===== config.mk =====
export PLATFORM = sky130hd
export DESIGN_NAME = gpio_mmio_v2
export DESIGN_NICKNAME = d
export VERILOG_FILES = /design/src/rtl/gpio_pkg.sv /design/src/rtl/sync_fifo.sv /design/src/rtl/uart_rx.sv /design/src/rtl/uart_tx.sv /design/src/rtl/gpio_mmio_v2.sv
export SDC_FILE = /design/constraint.sdc
export NUM_CORES = 1
export LEC_CHECK = 0
export CAP_MARGIN = 40
export CORE_AREA = 2 2 145 147
export DETAILED_ROUTE_END_ITERATION = 16
export DIE_AREA = 0 0 147 149
export PLACE_DENSITY_LB_ADDON = 0.1
export SETUP_SLACK_MARGIN = 0.5
export SYNTH_ARGS = -nofsm -noshare
export SYNTH_HDL_FRONTEND = slang
export SYNTH_HIERARCHICAL = 1
export SYNTH_SLANG_ARGS = --single-unit

===== constraint.sdc =====
create_clock -name clk -period 4.3 [get_ports clk]
set_clock_uncertainty 0.2 [all_clocks]
set_input_delay 0.86 -clock clk [delete_from_list [all_inputs] [get_ports clk]]
set_output_delay 0.86 -clock clk [all_outputs]
set_load 0.005 [all_outputs]

===== src/rtl/gpio_pkg.sv =====
// rtl/gpio_pkg.sv - shared register map, STATUS bit positions and UART state types
// Imported by gpio_mmio_v2, sync_fifo users and the UART helpers.
package gpio_pkg;

   // Register indices decoded from the 4-bit address
   localparam logic [3:0] REG_LED    = 4'h0;
   localparam logic [3:0] REG_TX     = 4'h1;
   localparam logic [3:0] REG_STATUS = 4'h2;
   localparam logic [3:0] REG_RX     = 4'h3;
   localparam logic [3:0] REG_SW     = 4'h4;
   localparam logic [3:0] REG_EDGE   = 4'h5;
   localparam logic [3:0] REG_RXCNT  = 4'h6;

   // STATUS register bit positions
   localparam int ST_TX_READY   = 0;
   localparam int ST_RX_NONEMPTY = 1;
   localparam int ST_RX_FULL    = 2;
   localparam int ST_RX_OVERRUN = 3;
   localparam int ST_TX_DROP    = 4;

   typedef enum logic [1:0] {
      TX_IDLE  = 2'd0,
      TX_START = 2'd1,
      TX_DATA  = 2'd2,
      TX_STOP  = 2'd3
   } tx_state_t;

   typedef enum logic [1:0] {
      RX_IDLE  = 2'd0,
      RX_START = 2'd1,
      RX_DATA  = 2'd2,
      RX_STOP  = 2'd3
   } rx_state_t;

endpackage


===== src/rtl/sync_fifo.sv =====
// rtl/sync_fifo.sv - single-clock FIFO with occupancy count
// Ports: clk, rst (async, active-high), push/din, pop/dout (head, combinational),
//        full, empty, count (0..DEPTH).
module sync_fifo #(
   parameter int WIDTH = 8,
   parameter int DEPTH = 8
) (
   input  logic                     clk,
   input  logic                     rst,
   input  logic                     push,
   input  logic [WIDTH-1:0]         din,
   input  logic                     pop,
   output logic [WIDTH-1:0]         dout,
   output logic                     full,
   output logic                     empty,
   output logic [$clog2(DEPTH):0]   count
);

   localparam int AW = $clog2(DEPTH);

   logic [WIDTH-1:0] mem [DEPTH];
   logic [AW-1:0]    wr_ptr;
   logic [AW-1:0]    rd_ptr;
   logic [AW:0]      cnt;
   logic             do_push;
   logic             do_pop;

   // A push into a full FIFO is accepted only when a pop frees the slot in the same cycle
   assign do_pop  = pop && !empty;
   assign do_push = push && (!full || do_pop);

   always_ff @(posedge clk or posedge rst) begin
      if (rst) begin
         wr_ptr <= '0;
         rd_ptr <= '0;
         cnt    <= '0;
      end else begin
         if (do_push) wr_ptr <= wr_ptr + 1'b1;
         if (do_pop)  rd_ptr <= rd_ptr + 1'b1;
         case ({do_push, do_pop})
            2'b10:   cnt <= cnt + 1'b1;
            2'b01:   cnt <= cnt - 1'b1;
            default: cnt <= cnt;
         endcase
      end
   end

   always_ff @(posedge clk) begin
      if (do_push) mem[wr_ptr] <= din;
   end

   assign dout  = mem[rd_ptr];
   assign full  = (cnt == (AW+1)'(DEPTH));
   assign empty = (cnt == '0);
   assign count = cnt;

endmodule


===== src/rtl/uart_rx.sv =====
// rtl/uart_rx.sv - 8N1 UART receiver with mid-bit sampling
// Ports: clk, rst (async, active-high), rxd (async serial in),
//        rx_byte, rx_byte_ready (1-cycle pulse per valid frame).
module uart_rx import gpio_pkg::*; #(
   parameter int CLKS_PER_BIT = 16
) (
   input  logic       clk,
   input  logic       rst,
   input  logic       rxd,
   output logic [7:0] rx_byte,
   output logic       rx_byte_ready
);

   localparam int CW = $clog2(CLKS_PER_BIT + 1);
   localparam logic [CW-1:0] BIT_END  = CW'(CLKS_PER_BIT - 1);
   localparam logic [CW-1:0] HALF_END = CW'(CLKS_PER_BIT / 2 - 1);

   logic          rxd_s1, rxd_s2;
   rx_state_t     state, state_n;
   logic [CW-1:0] cnt, cnt_n;
   logic [2:0]    bit_idx, bit_idx_n;
   logic [7:0]    shreg, shreg_n;
   logic          done_n;

   always_ff @(posedge clk or posedge rst) begin
      if (rst) begin
         rxd_s1        <= 1'b1;
         rxd_s2        <= 1'b1;
         state         <= RX_IDLE;
         cnt           <= '0;
         bit_idx       <= 3'd0;
         shreg         <= 8'h00;
         rx_byte       <= 8'h00;
         rx_byte_ready <= 1'b0;
      end else begin
         rxd_s1        <= rxd;
         rxd_s2        <= rxd_s1;
         state         <= state_n;
         cnt           <= cnt_n;
         bit_idx       <= bit_idx_n;
         shreg         <= shreg_n;
         rx_byte_ready <= done_n;
         if (done_n) rx_byte <= shreg;
      end
   end

   always_comb begin
      state_n   = state;
      cnt_n     = cnt + 1'b1;
      bit_idx_n = bit_idx;
      shreg_n   = shreg;
      done_n    = 1'b0;
      case (state)
         RX_IDLE: begin
            cnt_n = '0;
            if (!rxd_s2) state_n = RX_START;
         end
         RX_START: begin
            // Re-check the line at mid start bit to reject glitches
            if (cnt == HALF_END) begin
               cnt_n     = '0;
               bit_idx_n = 3'd0;
               state_n   = rxd_s2 ? RX_IDLE : RX_DATA;
            end
         end
         RX_DATA: begin
            if (cnt == BIT_END) begin
               cnt_n   = '0;
               shreg_n = {rxd_s2, shreg[7:1]};
               if (bit_idx == 3'd7) state_n = RX_STOP;
               else                 bit_idx_n = bit_idx + 1'b1;
            end
         end
         RX_STOP: begin
            if (cnt == BIT_END) begin
               cnt_n   = '0;
               state_n = RX_IDLE;
               done_n  = rxd_s2;
            end
         end
         default: state_n = RX_IDLE;
      endcase
   end

endmodule


===== src/rtl/uart_tx.sv =====
// rtl/uart_tx.sv - 8N1 UART transmitter
// Ports: clk, tx_en (1-cycle start), tx_byte, tx_ready (idle), txd (serial out).
// No reset: the all-zero state is idle with the line high, and a frame in flight
// is allowed to complete across a reset of the surrounding block.
module uart_tx import gpio_pkg::*; #(
   parameter int CLKS_PER_BIT = 16
) (
   input  logic       clk,
   input  logic       tx_en,
   input  logic [7:0] tx_byte,
   output logic       tx_ready,
   output logic       txd
);

   localparam int CW = $clog2(CLKS_PER_BIT + 1);
   localparam logic [CW-1:0] BIT_END = CW'(CLKS_PER_BIT - 1);

   tx_state_t     state, state_n;
   logic [CW-1:0] cnt, cnt_n;
   logic [2:0]    bit_idx, bit_idx_n;
   logic [7:0]    shreg, shreg_n;

   always_ff @(posedge clk) begin
      state   <= state_n;
      cnt     <= cnt_n;
      bit_idx <= bit_idx_n;
      shreg   <= shreg_n;
   end

   always_comb begin
      state_n   = state;
      cnt_n     = cnt + 1'b1;
      bit_idx_n = bit_idx;
      shreg_n   = shreg;
      txd       = 1'b1;
      case (state)
         TX_IDLE: begin
            cnt_n = '0;
            if (tx_en) begin
               shreg_n   = tx_byte;
               bit_idx_n = 3'd0;
               state_n   = TX_START;
            end
         end
         TX_START: begin
            txd = 1'b0;
            if (cnt == BIT_END) begin
               cnt_n   = '0;
               state_n = TX_DATA;
            end
         end
         TX_DATA: begin
            txd = shreg[bit_idx];
            if (cnt == BIT_END) begin
               cnt_n = '0;
               if (bit_idx == 3'd7) state_n = TX_STOP;
               else                 bit_idx_n = bit_idx + 1'b1;
            end
         end
         TX_STOP: begin
            txd = 1'b1;
            if (cnt == BIT_END) begin
               cnt_n   = '0;
               state_n = TX_IDLE;
            end
         end
         default: state_n = TX_IDLE;
      endcase
   end

   assign tx_ready = (state == TX_IDLE);

endmodule


===== src/rtl/gpio_mmio_v2.sv =====
// rtl/gpio_mmio_v2.sv - memory-mapped LED/switch/UART peripheral with RX FIFO
// Ports: clk, rst (async, active-high); bus: state, enabled, load_enable,
//        store_enable, address, data_in, data_out (registered load data);
//        led_out, sw (raw switches), uart_txd_in (serial in), uart_rxd_out (serial out).
module gpio_mmio_v2 import gpio_pkg::*; #(
   parameter int N_LED           = 4,
   parameter int N_SW            = 4,
   parameter int RX_DEPTH        = 8,
   parameter int DEBOUNCE_CYCLES = 16,
   parameter int CLKS_PER_BIT    = 16
) (
   input  logic             clk,
   input  logic             rst,
   input  logic [2:0]       state,
   input  logic             enabled,
   input  logic             load_enable,
   input  logic             store_enable,
   input  logic [3:0]       address,
   input  logic [31:0]      data_in,
   output logic [31:0]      data_out,
   output logic [N_LED-1:0] led_out,
   input  logic [N_SW-1:0]  sw,
   input  logic             uart_txd_in,
   output logic             uart_rxd_out
);

   localparam int CNT_W = $clog2(RX_DEPTH) + 1;
   localparam int DB_CW = (DEBOUNCE_CYCLES > 1) ? $clog2(DEBOUNCE_CYCLES) : 1;
   localparam logic [DB_CW-1:0] DB_MAX = DB_CW'(DEBOUNCE_CYCLES - 1);

   logic acc, wr, rd;
   assign acc = (state == 3'd3) && enabled;
   assign wr  = acc && store_enable;
   assign rd  = acc && load_enable && !store_enable;

   // TX side
   logic       tx_en;
   logic [7:0] tx_byte;
   logic       tx_ready_raw;
   logic       tx_ready;
   logic       tx_drop;

   // The transmitter only goes busy the cycle after tx_en, so mask that gap
   assign tx_ready = tx_ready_raw && !tx_en;

   uart_tx #(.CLKS_PER_BIT(CLKS_PER_BIT)) u_tx (
      .clk      (clk),
      .tx_en    (tx_en),
      .tx_byte  (tx_byte),
      .tx_ready (tx_ready_raw),
      .txd      (uart_rxd_out)
   );

   // RX side
   logic [7:0]       rx_byte;
   logic             rx_byte_ready;
   logic             rx_overrun;
   logic             fifo_pop;
   logic [7:0]       fifo_dout;
   logic             fifo_full;
   logic             fifo_empty;
   logic [CNT_W-1:0] fifo_count;

   uart_rx #(.CLKS_PER_BIT(CLKS_PER_BIT)) u_rx (
      .clk           (clk),
      .rst           (rst),
      .rxd           (uart_txd_in),
      .rx_byte       (rx_byte),
      .rx_byte_ready (rx_byte_ready)
   );

   assign fifo_pop = rd && (address == REG_RX) && !fifo_empty;

   sync_fifo #(.WIDTH(8), .DEPTH(RX_DEPTH)) u_fifo (
      .clk   (clk),
      .rst   (rst),
      .push  (rx_byte_ready),
      .din   (rx_byte),
      .pop   (fifo_pop),
      .dout  (fifo_dout),
      .full  (fifo_full),
      .empty (fifo_empty),
      .count (fifo_count)
   );

   // Switch synchroniser and per-bit debounce
   logic [N_SW-1:0] sw_s1, sw_s2;
   logic [N_SW-1:0] sw_deb;
   logic [N_SW-1:0] sw_rise;
   logic [N_SW-1:0] sw_edge;

   always_ff @(posedge clk or posedge rst) begin
      if (rst) begin
         sw_s1 <= '0;
         sw_s2 <= '0;
      end else begin
         sw_s1 <= sw;
         sw_s2 <= sw_s1;
      end
   end

   for (genvar i = 0; i < N_SW; i++) begin : g_db
      logic [DB_CW-1:0] cnt;
      logic             last;
      logic             deb;
      logic             accept;

      assign accept = (sw_s2[i] == last) && (cnt == DB_MAX);

      always_ff @(posedge clk or posedge rst) begin
         if (rst) begin
            cnt  <= '0;
            last <= 1'b0;
            deb  <= 1'b0;
         end else begin
            last <= sw_s2[i];
            if (sw_s2[i] != last) cnt <= '0;
            else if (accept)      deb <= sw_s2[i];
            else                  cnt <= cnt + 1'b1;
         end
      end

      assign sw_deb[i]  = deb;
      assign sw_rise[i] = accept && sw_s2[i] && !deb;
   end

   // Write-side decode
   logic            status_wr;
   logic            drop_set, ovr_set;
   logic [N_SW-1:0] edge_clr;

   assign status_wr = wr && (address == REG_STATUS);
   assign drop_set  = wr && (address == REG_TX) && !tx_ready;
   assign ovr_set   = rx_byte_ready && fifo_full && !fifo_pop;
   assign edge_clr  = (wr && (address == REG_EDGE)) ? data_in[N_SW-1:0] : '0;

   // Read mux
   logic [31:0] rd_data;

   always_comb begin
      rd_data = 32'h0;
      case (address)
         REG_LED:    rd_data[N_LED-1:0] = led_out;
         REG_STATUS: begin
            rd_data[ST_TX_READY]    = tx_ready;
            rd_data[ST_RX_NONEMPTY] = !fifo_empty;
            rd_data[ST_RX_FULL]     = fifo_full;
            rd_data[ST_RX_OVERRUN]  = rx_overrun;
            rd_data[ST_TX_DROP]     = tx_drop;
         end
         REG_RX:     if (!fifo_empty) rd_data[7:0] = fifo_dout;
         REG_SW:     rd_data[N_SW-1:0] = sw_deb;
         REG_EDGE:   rd_data[N_SW-1:0] = sw_edge;
         REG_RXCNT:  rd_data = 32'(fifo_count);
         default:    rd_data = 32'h0;
      endcase
   end

   always_ff @(posedge clk or posedge rst) begin
      if (rst) begin
         led_out    <= '0;
         data_out   <= 32'h0;
         tx_en      <= 1'b0;
         tx_byte    <= 8'h00;
         tx_drop    <= 1'b0;
         rx_overrun <= 1'b0;
         sw_edge    <= '0;
      end else begin
         tx_en <= 1'b0;
         if (wr && (address == REG_LED)) led_out <= data_in[N_LED-1:0];
         if (wr && (address == REG_TX) && tx_ready) begin
            tx_byte <= data_in[7:0];
            tx_en   <= 1'b1;
         end
         // Sticky flags: a set in the same cycle as a W1C clear wins
         tx_drop    <= (tx_drop && !(status_wr && data_in[ST_TX_DROP])) || drop_set;
         rx_overrun <= (rx_overrun && !(status_wr && data_in[ST_RX_OVERRUN])) || ovr_set;
         sw_edge    <= (sw_edge & ~edge_clr) | sw_rise;
         if (rd) data_out <= rd_data;
      end
   end

   logic unused_data;
   assign unused_data = ^data_in;

endmodule


# ---- Yosys cells after proc, flatten, opt, wreduce, memory -nomap -nowiden
# Memories as Yosys holds them, arrays and structs flattened.
# Cells that the tools add are included.
dict set report word_totals {
  out_inout_bits 37
  memories 1
  input_bits 49
  ramBits 64
  latch_bits 0
  mem_bits_ro 0
  reg_bits 116
}
dict set report op_classes {
  addsub 12
  n_mul 0
  n_div 0
  n_mux 48
  order_cmp 1
  shift 0
  n_eq_ne 49
  n_reduce_logical 67
  bitwise_logic 7
}
# name words word_bits read_ports rd_clocked_by_memory_dff wr line_no
set memory_table {}
lappend memory_table {u_fifo.mem 8 8 1 0 1 sync_fifo.sv:21} ;# logic [WIDTH-1:0] mem [DEPTH];
# op n
set ops {}
lappend ops {{2-to-1 mux 4 bit} 9}
lappend ops {{logical AND 1 bit} 33}
lappend ops {{!= test 2 x 1 -> 1 bit (second input constant)} 12}
lappend ops {{case mux 4 bit (6 select lines)} 1}
lappend ops {{2-to-1 mux 2 bit} 11}
lappend ops {{2-to-1 mux 3 bit} 7}
lappend ops {{adder 4 x 1 -> 4 bit (second input constant)} 5}
lappend ops {{== test 4 bit (second input constant)} 5}
lappend ops {{case mux 2 bit (4 select lines)} 2}
lappend ops {{2-to-1 mux 5 bit} 3}
lappend ops {{case mux 5 bit (3 select lines)} 1}
lappend ops {{adder 3 x 1 -> 3 bit (second input constant)} 4}
lappend ops {{== test 4 x 3 -> 1 bit (second input constant)} 3}
lappend ops {{zero test 1 bit} 12}
lappend ops {{case mux 3 bit (2 select lines)} 2}
lappend ops {{AND reduction 2 bit} 6}
lappend ops {{adder 5 x 1 -> 5 bit (second input constant)} 2}
lappend ops {{== test 2 bit (second input constant)} 5}
lappend ops {{== test 5 x 4 -> 1 bit (second input constant)} 2}
lappend ops {{case mux 5 bit (2 select lines)} 1}
lappend ops {{AND reduction 5 bit} 2}
lappend ops {{== test 4 x 2 -> 1 bit (second input constant)} 2}
lappend ops {{zero test 4 bit} 2}
lappend ops {{2-to-1 mux 8 bit} 1}
lappend ops {{24 further kinds} 51}

# ---- Logic depth before layout (Yosys ltp)
# Gate-level depths: netlist of run 1.
dict set report logic_depth {
  depth_word 11
  ltp_mapped 14
}

# ---- Hierarchy
# The synthesis of run 1 kept the hierarchy.
# mod seq_area_each_um2 cells_each area_per_inst_um2 instances
set modules_own_cells {}
lappend modules_own_cells {sync_fifo 2172.1 165 3135.5 1}
lappend modules_own_cells {gpio_mmio_v2 1476.4 262 2847.7 1}
lappend modules_own_cells {uart_rx 728.2 89 1236.2 1}
lappend modules_own_cells {uart_tx 490.5 59 818.3 1}

# ---- Worst setup path after synthesis of run 1
# OpenSTA, ideal clock, no wires.
dict set report synth_timing {
  path_type {input port to flip-flop}
  from {input address[3]}
  to {register u_fifo.cnt[3] (netlist: u_fifo/count[3])}
  path_stages 11
  required_time_ns 4.031
  path_buffers 0
  arrival_ns 3.140
  path_slack_ns 0.891
  path_cell_list {nor2_1 and4_4 and2b_1 o21ai_2 or2_2 inv_1 ha_1 or2_2 nand3_1 mux2_2 nand3b_1}
}
dict set report synth_between {
  elab_chain_cells 8
  elab_cells_between_ends 10
}
# element line_no
set synth_lines {}
lappend synth_lines {{start: declaration} gpio_mmio_v2.sv:18} ;# input logic [3:0] address,
lappend synth_lines {{== test 4 x 2 -> 1 bit *} gpio_mmio_v2.sv:72} ;# assign fifo_pop = rd && (address == REG_RX) && !fifo_empty;
lappend synth_lines {{logical AND 1 bit * (2 in a row)} gpio_mmio_v2.sv:72}
lappend synth_lines {{named net fifo_pop} gpio_mmio_v2.sv:58} ;# logic fifo_pop;
lappend synth_lines {{logical AND 1 bit *} sync_fifo.sv:29} ;# assign do_pop = pop && !empty;
lappend synth_lines {{logical OR 1 bit} sync_fifo.sv:30} ;# assign do_push = push && (!full || do_pop);
lappend synth_lines {{logical AND 1 bit} sync_fifo.sv:30}
lappend synth_lines {{== test 2 x 1 -> 1 bit / == test 2 bit (equally long branches)} sync_fifo.sv:40} ;# case ({do_push, do_pop})
lappend synth_lines {{case mux 4 bit (2 select lines) / nonzero test 2 bit (equally long branches)} n/a}
lappend synth_lines {{end signal: assignment} sync_fifo.sv:41} ;# 2'b10: cnt <= cnt + 1'b1;
lappend synth_lines {{end signal: assignment} sync_fifo.sv:42} ;# 2'b01: cnt <= cnt - 1'b1;
lappend synth_lines {{end signal: assignment} sync_fifo.sv:43} ;# default: cnt <= cnt;
lappend synth_lines {{end: declaration} sync_fifo.sv:24} ;# logic [AW:0] cnt;
# The timed path passes the listed nets; every way through them passes the cells marked *.
# A chain may end at the register's enable or synchronous reset.

# ---- Worst setup path after layout of run 1
# Ends and elaborated chain as after synthesis.

==> flow_metrics.py, run 1 <==
metrics = {
    "outcome": {
        "status": "finished, final reports clean",
    },
    "timing": {
        "fin_crit_sh_pct": 83.4,
        "fin_crit_ps": 3580,
        "worst_pin_slew_ps": 757,
        "final_hold_viol_count": 0,
        "maxSlewViolCount": 0,
        "max_clock_freq_ghz": 0.279,
        "maxSlewHeadroom_pct": 49.5,
        "setup_viol": 0,
        "grt_setup_unrepaired": "false",
        "tns_ps": 0,
    },
    "floorplanning": {
        "core_um2": 20600,
        "die_width_um": 147,
        "dieArea_um2": 21900,
        "start_util_pct": 39.1,
        "pin_count": 86,
        "num_rows": 53,
        "die_height_um": 149,
    },
    "worst_setup_path": {
        "critPathKind": "input pin to register",
        "crit_slowest_cell": "clkdlybuf4s50_1",
        "slowest_delay_ps": 530,
        "cp_max_fo": 6,
        "reg2reg_from": "u_fifo/count[0]$_DFFE_PP0P_",
        "cp_cell_sequence": "clkdlybuf4s50_1, nor2_1, and4_4, and2b_1, o21ai_2, or2_2, inv_1, ha_1, a211o_1, nand3_1, mux2_2, nand3b_1",
        "arrival_ps": 3740,
        "crit_start": "address[3]",
        "worstSetupStartpointType": "input pin",
        "reg2reg_to": "u_fifo/count[3]$_DFFE_PP0P_",
        "endpoint_kind": "register",
        "rrSetupSlack_ps": 900,
        "cp-endpoint": "u_fifo/count[3]$_DFFE_PP0P_",
        "r2r_cells": 13,
        "required_ps": 4450,
    },
    "global_routing": {
        "grt_pass1_wl_um": 25500,
        "grt.overflow.total": 0,
        "antenna_found_initial": 0,
        "grt_pass1_vias": 4834,
        "grt_max_degree": 51,
        "gr-usage-all-layers_pct": 15.0,
    },
    "synth": {
        "postSynthAreaPerCell_um2": 14.0,
        "synthCells": 575,
        "ys.warnings.count": 6,
        "ys_types": 70,
        "async_flop_share_pct": 54.4,
        "ys_seq_area_share_pct": 60.6,
        "synth_top_flop_cell": "dfrtp_1",
        "synth-seq-cells": 180,
        "synth_edf_count": 77,
        "synth_area_um2": 8040,
    },
    "drt": {
        "met3_length_um": 551,
        "drc": 0,
        "vias_per_cell": 5.01,
        "drt-met1-wl_um": 6960,
        "antenna_left": 0,
        "drt_iter0_drc": 298,
        "wl_met2_um": 7720,
        "vias": 4596,
        "wl_per_cell_um": 16.8,
        "dr.pass1.iters": 4,
        "top_layer_used": "met4",
        "totalWireLength_um": 15500,
    },
    "cts": {
        "cts_resized": 0,
        "numCtsBuffers": 17,
        "worstSkewPairLatency_ps": 420,
        "cts-root-buf": "clkbuf_16",
        "cts_setup_buffers": 0,
        "clock_sinks": 180,
        "clkTransAtPathRegs_ps": 70,
        "htree_levels": 4,
        "post_cts_hold_buffer_count": 0,
        "tritoncts": "built",
        "clock_path_buffers": 2,
    },
    "pwr": {
        "vdd_ir_drop_max_uv": 259,
        "powerDensity_nw_per_um2": 459,
        "p_leak_nw": 3.81,
    },
    "placement": {
        "hpwl_um": 10700,
        "routabilityCongestion": 0.775,
        "dpl_cell_area_um2": 8690,
        "io_buffers": 37,
    },
    "worst_hold_path": {
        "worstHoldPathType": "register to register",
    },
    "layout": {
        "antenna_cells": 0,
        "nets": 700,
        "area_growth_pct": 16.0,
        "drive_gt1_share_pct": 17.3,
        "fin_area_um2": 9330,
    },
    "job": {
        "drv_cap": 0,
    },
}
[layout by cell type (no fill, tap or decap), types with 9 or more instances in the layout]
cell             synthesis  layout
a21oi_1                  9       9
nor2_1                  45      45
nand2_1                 28      28
nand3_1                 13      13
nor3_1                  13      13
clkbuf_16                0      19
conb_1                   1      24
ha_1                    20      20
buf_4                   25      16
mux2i_1                 12      12
nand3b_1                10      10
edfxtp_1                77      77
o21ai_0                 14      14
clkdlybuf4s50_1          0      37
mux2_2                  39      39
inv_1                   23      22
dfrtp_1                 96      96
xor2_1                   9       9
mux4_1                  12      12
xnor2_1                 11      11
[how the worst min path moves through the flow]
stage,startpoint,depth (start not counted),endpoint
CTS,sw_s1[0]$_DFF_PP0_,0,sw_s2[0]$_DFF_PP0_
floorplan,sw_s1[0]$_DFF_PP0_,0,sw_s2[0]$_DFF_PP0_
global route,sw_s1[0]$_DFF_PP0_,0,sw_s2[0]$_DFF_PP0_
finish,sw_s1[0]$_DFF_PP0_,0,sw_s2[0]$_DFF_PP0_
detailed placement,sw_s1[0]$_DFF_PP0_,0,sw_s2[0]$_DFF_PP0_
global placement,sw_s1[1]$_DFF_PP0_,0,sw_s2[1]$_DFF_PP0_
[synthesized netlist by cell type (all sizes together) (5+ instances only)]
cell / n / area (um^2)
ha: 20 / 250
xnor2: 11 / 96.3
nand2b: 8 / 50.1
edfxtp: 77 / 2310
a22o: 5 / 43.8
xor2: 9 / 78.8
o21ai: 18 / 93.8
clkbuf: 5 / 20.0
a21oi: 9 / 45.0
mux2: 40 / 454
mux4: 18 / 450
nor3: 14 / 75.1
nand3: 14 / 75.1
dfxtp: 5 / 100
and3: 6 / 37.5
nand3b: 11 / 95.1
inv: 23 / 86.3
dfrtp: 96 / 2400
nor2: 45 / 169
a32o: 5 / 50.1
and2: 6 / 37.5
nand2: 28 / 105
a31oi: 8 / 65.1
mux2i: 12 / 120
buf: 36 / 272
[registers in the layout, indices dropped and copies added (netlist names), 3 cells and up, named ones only]
| register | flops |
|---|---|
| u_fifo/mem | 64 |
| g_db.cnt | 16 |
| data_out | 8 |
| tx_byte | 8 |
| u_rx/rx_byte | 8 |
| u_rx/shreg | 8 |
| u_tx/shreg | 8 |
| u_rx/cnt | 5 |
| u_tx/cnt | 5 |
| g_db.deb | 4 |
| g_db.last | 4 |
| led_out | 4 |
| sw_edge | 4 |
| sw_s1 | 4 |
| sw_s2 | 4 |
| u_fifo/count | 4 |
| u_fifo/rd_ptr | 3 |
| u_fifo/wr_ptr | 3 |
| u_rx/bit_idx | 3 |
| u_tx/bit_idx | 3 |
[layer usage]
metal | vias to the layer above | GRT usage (%)
met5 | - | 0
met3 | 15 | 3.15
met1 | 2316 | 19.9
li1 | 2172 | -
met2 | 93 | 24.9
met4 | 0 | 5.10
[power by group]
group	total, W	switching [W]	leakage (nW)	internal (W)
clock	0.00163	0.000645	0.308	0.000980
sequential	0.00209	0.000156	2.03	0.00193
combinational	0.000565	0.000279	1.47	0.000286
[final cells by class]
class / instances / area (um^2)
inverters: 23 / 86.3
fillers: 1830 / 11200
repair buffers: 54 / 518
well taps: 275 / 344
clock inverters: 8 / 109
flip-flops and latches: 180 / 4870
clock buffers: 24 / 524
multi-input cells: 354 / 2880
[cells by family (layout without fill, tap and decap cells)]
| family | count (synthesis) | count (layout) | synth area share [%] |
|---|---|---|---|
| simple gates | 152 | 152 | 10.4 |
| compound gates | 67 | 67 | 6.01 |
| xor+xnor | 20 | 20 | 2.18 |
| mux | 70 | 70 | 12.7 |
| fa+ha+maj | 21 | 21 | 3.36 |
| buf+inv | 64 | 109 | 4.70 |
| other cells | 1 | 24 | 0.0467 |
| flops | 180 | 180 | 60.6 |
[stage by stage]
step	util (%)	hold WS [ps]	total power, W	cells	setup slack (ps)
after detailed placement	42.3	140	0.00270	886	329
after global routing	45.4	146	0.00449	918	516
after CTS	45.4	149	0.00434	918	746
after global placement	42.2	135	0.00265	885	344
after floorplan	-	131	0.00253	598	891
final	45.4	148	0.00428	918	715
[critical path: cells and delay by family]
kind | cells | cell delay, ps
and+or+nand+nor | 6 | 1260
buffers and inverters | 2 | 620
AOI/OAI and AO/OA | 2 | 420
muxes | 1 | 350
adders and majority gates | 1 | 230
Note: power is estimated with default switching activity, not from simulation.
==> run 2, diff against run 1 <==
==> constraint.sdc (replaced) <==
create_clock -name clk -period 3.1 [get_ports clk]
set_clock_uncertainty 0.2 [all_clocks]
set_input_delay 0.62 -clock clk [delete_from_list [all_inputs] [get_ports clk]]
set_output_delay 0.62 -clock clk [all_outputs]
set_load 0.005 [all_outputs]
==> flow_metrics.py, run 2 (same netlist as run 1, synthesis figures left out) <==
metrics = {
    "cts": {
        "tritoncts": "built",
        "clock_path_buffers": 2,
        "clock_sinks": 180,
        "cts-root-buf": "clkbuf_16",
        "htree_levels": 4,
        "worstSkewPairLatency_ps": 420,
        "post_cts_hold_buffer_count": 0,
        "numCtsBuffers": 17,
        "clkTransAtPathRegs_ps": 70,
    },
    "timing": {
        "fin_crit_sh_pct": 89.4,
        "layout_setup_ws_ps": 328,
        "tns_ps": 0,
        "max_clock_freq_ghz": 0.361,
        "maxSlewViolCount": 0,
        "timing.hold.ws_ps": 150,
        "maxSlewHeadroom_pct": 59.1,
        "grt_setup_unrepaired": "true",
        "fin_crit_ps": 2770,
        "worst_pin_slew_ps": 613,
        "final_hold_viol_count": 0,
        "setup_viol": 0,
    },
    "worst_setup_path": {
        "slowest_delay_ps": 410,
        "cp_cell_sequence": "or3_4, nor2_4, inv_2, and4_4, and2b_4, o21ai_4, or2_4, inv_4, ha_4, a211o_1, nand3_4, mux2_4, nand3b_1",
        "worst-path-buf-inv": 2,
        "r2r_cells": 13,
        "reg2reg_from": "u_fifo/count[2]$_DFFE_PP0P_",
        "critPathKind": "register to register",
        "cp_max_fo": 2,
        "crit_start": "u_fifo/count[2]$_DFFE_PP0P_",
        "cp-endpoint": "u_fifo/count[3]$_DFFE_PP0P_",
        "arrival_ps": 2920,
        "required_ps": 3250,
        "crit_slowest_cell": "or3_4",
        "reg2reg_to": "u_fifo/count[3]$_DFFE_PP0P_",
        "worstSetupStartpointType": "register",
        "critPathTopFamily": "simple AND/OR/NAND/NOR gates",
        "endpoint_kind": "register",
        "rrSetupSlack_ps": 330,
        "cp.depth": 13,
    },
    "drt": {
        "antenna_left": 0,
        "vias_per_cell": 4.99,
        "wl_per_cell_um": 16.8,
        "vias": 4701,
        "totalWireLength_um": 15800,
        "drc": 0,
        "drt_iter0_drc": 239,
        "dr.pass1.iters": 4,
    },
    "global_routing": {
        "grt_pass1_vias": 4722,
        "antenna_found_initial": 0,
        "gr-usage-all-layers_pct": 15.0,
        "grt_max_degree": 30,
        "grt_pass1_wl_um": 25100,
        "grt.overflow.total": 0,
    },
    "layout": {
        "drive_gt1_share_pct": 24.1,
        "area_growth_pct": 20.5,
        "regMostFlops": "u_fifo/mem",
        "largest_reg_flops": 64,
        "mostFrequentLayoutCell": "dfrtp_1",
        "antenna_cells": 0,
        "final_cell_mix": "dfrtp_1 (96), edfxtp_1 (77), mux2_2 (38), nor2_1 (37), buf_4 (33)",
        "reg.largest.list": "u_fifo/mem (64), g_db.cnt (16)",
        "nets": 725,
    },
    "pwr": {
        "vdd_ir_drop_max_uv": 367,
        "p_leak_nw": 4.01,
        "powerDensity_nw_per_um2": 592,
    },
    "floorplanning": {
        "pin_count": 86,
        "die_width_um": 147,
        "die_height_um": 149,
        "core_um2": 20600,
        "start_util_pct": 39.1,
        "num_rows": 53,
        "dieArea_um2": 21900,
    },
    "placement": {
        "io_buffers": 37,
        "dp_slack_ps": -237,
        "routabilityCongestion": 0.759,
        "hpwl_um": 11000,
    },
    "outcome": {
        "status": "finished, final reports clean",
    },
    "worst_hold_path": {
        "worstHoldPathType": "register to register",
    },
    "job": {
        "drv_cap": 0,
    },
}
## run 2: cell count changes in the layout (fill, tap and decap cells not counted), moves of 3 or more
cell             previous run  this run
clkdlybuf4s50_1            37        28
nor2_4                      0         7
buf_12                      0         8
dlygate4sd2_1               0         6
buf_4                      16        33
inv_4                       1         4
nor2_1                     45        37
## run 2: what timing repair did
action	4_1_cts	5_1_grt
buffers inserted	6	5
pin swaps	7	13
cloned	0	0
resized for setup	17	13
setup endpoints to repair	67	70
## run 2: stage by stage
stage                     instance area, um^2  cells  util (%)  power, W
final                                    9680    943      47.1   0.00574
after CTS                                9590    938      46.7   0.00580
after global routing                     9680    943      47.1   0.00603
after detailed placement                 8980    900      43.7   0.00376
after global placement                   8980    900      43.7   0.00370
after floorplan                          8220    598         -   0.00352
## run 2: final cells by class
| cell class | count | area [um^2] |
|---|---|---|
| clock inverters | 12 | 92.6 |
| fillers | 1859 | 10900 |
| multi-input cells | 354 | 3050 |
| clock buffers | 20 | 457 |
| repair buffers | 79 | 782 |
| flip-flops and latches | 180 | 4870 |
| well taps | 275 | 344 |
| inverters | 23 | 88.8 |
## run 2: metal layers
| layer | vias up | share of wire, % | routed length [um] | global-route usage [%] |
|---|---|---|---|---|
| met1 | 2388 | 45 | 7180 | 19.3 |
| met2 | 62 | 50 | 7960 | 25.2 |
| met4 | 0 | 1.4 | 224 | 5.14 |
| met5 | - | 0 | 0 | 0 |
| met3 | 16 | 3.0 | 471 | 3.36 |
| li1 | 2235 | - | - | - |
## run 2: worst min-delay path by stage
stage,startpoint,endpoint,cells after the start
after global placement,sw_s1[1]$_DFF_PP0_,sw_s2[1]$_DFF_PP0_,0
after global routing,sw_s1[1]$_DFF_PP0_,sw_s2[1]$_DFF_PP0_,0
after detailed placement,sw_s1[1]$_DFF_PP0_,sw_s2[1]$_DFF_PP0_,0
after floorplan,sw_s1[0]$_DFF_PP0_,sw_s2[0]$_DFF_PP0_,0
after CTS,sw_s1[1]$_DFF_PP0_,sw_s2[1]$_DFF_PP0_,0
final,sw_s1[1]$_DFF_PP0_,sw_s2[1]$_DFF_PP0_,0
## run 2: power breakdown
part | internal, W | switching (W)
Combinational | 0.000424 | 0.000417
Clock | 0.00108 | 0.000921
Sequential | 0.00268 | 0.000210
==> run 3, diff against run 2 <==
--- a/config.mk
+++ b/config.mk
@@ -10,6 +10,7 @@
 export DETAILED_ROUTE_END_ITERATION = 16
 export DIE_AREA = 0 0 147 149
 export PLACE_DENSITY_LB_ADDON = 0.1
+export REMOVE_ABC_BUFFERS = 1
 export SETUP_SLACK_MARGIN = 0.5
 export SYNTH_ARGS = -nofsm -noshare
 export SYNTH_HDL_FRONTEND = slang
==> flow_metrics.py, run 3 (same netlist as run 1, synthesis figures left out) <==
metrics = {
    "global_routing": {
        "grt_pass1_vias": 4789,
        "grt_max_degree": 34,
        "gr-usage-all-layers_pct": 14.8,
        "antenna_found_initial": 0,
        "grt.overflow.total": 0,
        "grt_pass1_wl_um": 25000,
    },
    "drt": {
        "totalWireLength_um": 15500,
        "vias_per_cell": 5.00,
        "vias": 4719,
        "dr.pass1.iters": 4,
        "antenna_left": 0,
        "drt_iter0_drc": 182,
        "wl_per_cell_um": 16.4,
        "drc": 0,
    },
    "placement": {
        "dp_slack_ps": -308,
        "routabilityCongestion": 0.784,
        "hpwl_um": 10600,
        "io_buffers": 37,
    },
    "layout": {
        "seq_area_um2": 4870,
        "regMostFlops": "u_fifo/mem",
        "reg.largest.list": "u_fifo/mem (64), g_db.cnt (16)",
        "final_cell_mix": "dfrtp_1 (96), edfxtp_1 (77), nor2_1 (43), buf_4 (40), mux2_2 (38)",
        "mostFrequentLayoutCell": "dfrtp_1",
        "largest_reg_flops": 64,
        "num-fill-cells": 1831,
        "nets": 725,
        "multiInputGateArea_um2": 2970,
        "area_growth_pct": 18.3,
        "drive_gt1_share_pct": 22.8,
        "antenna_cells": 0,
    },
    "worst_setup_path": {
        "arrival_ps": 2960,
        "critPathTopFamily": "simple AND/OR/NAND/NOR gates",
        "crit_slowest_cell": "or3_4",
        "worstSetupStartpointType": "register",
        "crit_start": "u_fifo/count[1]$_DFFE_PP0P_",
        "required_ps": 3260,
        "cp_cell_sequence": "or3_4, nor2_4, inv_2, and4_4, and2b_2, o21ai_2, or2_4, inv_4, ha_4, a211o_1, nand3_2, mux2_4, nand3b_1",
        "critPathKind": "register to register",
        "worst-path-buf-inv": 2,
        "rrSetupSlack_ps": 300,
        "cp.depth": 13,
        "reg2reg_to": "u_fifo/count[3]$_DFFE_PP0P_",
        "slowest_delay_ps": 410,
        "reg2reg_from": "u_fifo/count[1]$_DFFE_PP0P_",
        "endpoint_kind": "register",
        "r2r_cells": 13,
        "cp-endpoint": "u_fifo/count[3]$_DFFE_PP0P_",
        "cp_max_fo": 2,
    },
    "floorplanning": {
        "dieArea_um2": 21900,
        "die_height_um": 149,
        "core_um2": 20600,
        "die_width_um": 147,
        "pin_count": 86,
        "start_util_pct": 39.1,
        "num_rows": 53,
    },
    "timing": {
        "layout_setup_ws_ps": 303,
        "grt_setup_unrepaired": "true",
        "setup_viol": 0,
        "fin_crit_ps": 2800,
        "worst_pin_slew_ps": 771,
        "max_clock_freq_ghz": 0.358,
        "maxSlewHeadroom_pct": 48.6,
        "fin_crit_sh_pct": 90.2,
        "final_hold_viol_count": 0,
        "maxSlewViolCount": 0,
        "timing.hold.ws_ps": 149,
    },
    "cts": {
        "clock_path_buffers": 2,
        "clkTransAtPathRegs_ps": 60,
        "post_cts_hold_buffer_count": 0,
        "worstSkewPairLatency_ps": 430,
        "cts-root-buf": "clkbuf_16",
        "tritoncts": "built",
        "numCtsBuffers": 17,
        "clock_sinks": 180,
        "htree_levels": 4,
    },
    "pwr": {
        "p_leak_nw": 3.98,
        "powerDensity_nw_per_um2": 607,
        "power_w": 0.00577,
        "vdd_ir_drop_max_uv": 372,
    },
    "worst_hold_path": {
        "worstHoldPathType": "register to register",
        "hold_start": "sw_s1[1]$_DFF_PP0_",
    },
    "outcome": {
        "status": "finished, final reports clean",
    },
    "job": {
        "drv_cap": 0,
    },
}
[run 3: per-stage QoR]
step	util [%]	setup TNS, ps	instance area [um^2]	cells
6_report	46.3	0	9510	943
5_1_grt	46.3	0	9510	943
4_1_cts	46.0	0	9450	941
3_5_place_dp	42.8	-6740	8800	901
3_3_place_gp	42.8	-6510	8800	901
2_1_floorplan	-	-2270	7830	557
[run 3: cell type report]
class | count | area share, %
Timing Repair Buffer | 79 | 7.28
Tap cell | 275 | 3.62
Multi-Input combinational cell | 354 | 31.2
Inverter | 23 | 0.934
Clock buffer | 21 | 4.85
Sequential cell | 180 | 51.2
Clock inverter | 11 | 0.947
[run 3: what timing repair did]
action,CTS,global route
hold endpoints to repair,0,0
setup endpoints to repair,67,70
resized for setup,20,13
gates cloned,0,0
buffers inserted,8,2
pin swaps,8,1
[run 3: report_power, final]
group          leakage (nW)  switching [W]  total (W)  internal [W]
clock network         0.266       0.000932    0.00202       0.00109
registers              2.06       0.000207    0.00289       0.00268
logic                  1.66       0.000420   0.000858      0.000437
total                  3.98        0.00156    0.00577       0.00421
[run 3: worst min-delay path by stage]
stage | slack, ps | to | cells after the start
3_3_place_gp | 130 | sw_s2[0]$_DFF_PP0_ | 0
3_5_place_dp | 130 | sw_s2[3]$_DFF_PP0_ | 0
5_1_grt | 160 | sw_s2[0]$_DFF_PP0_ | 0
2_1_floorplan | 130 | sw_s2[0]$_DFF_PP0_ | 0
6_report | 150 | sw_s2[1]$_DFF_PP0_ | 0
4_1_cts | 150 | sw_s2[1]$_DFF_PP0_ | 0
[run 3: metal layers]
layer / wire (um) / up-vias / global-route usage, %
li1: - / 2239 / -
met1: 7170 / 2369 / 19.5
met2: 7450 / 87 / 24.2
met3: 519 / 24 / 3.12
met4: 330 / 0 / 6.06
met5: 0 / - / 0
[run 3: worst register-to-register path: stages, from the launching register on]
cell and delay, ps:
dfrtp_1 380, or3_4 410, nor2_4 120, inv_2 50, and4_4 140, and2b_2 210, o21ai_2 70, or2_4 160
inv_4 50, ha_4 200, a211o_1 290, nand3_2 100, mux2_4 300, nand3b_1 80
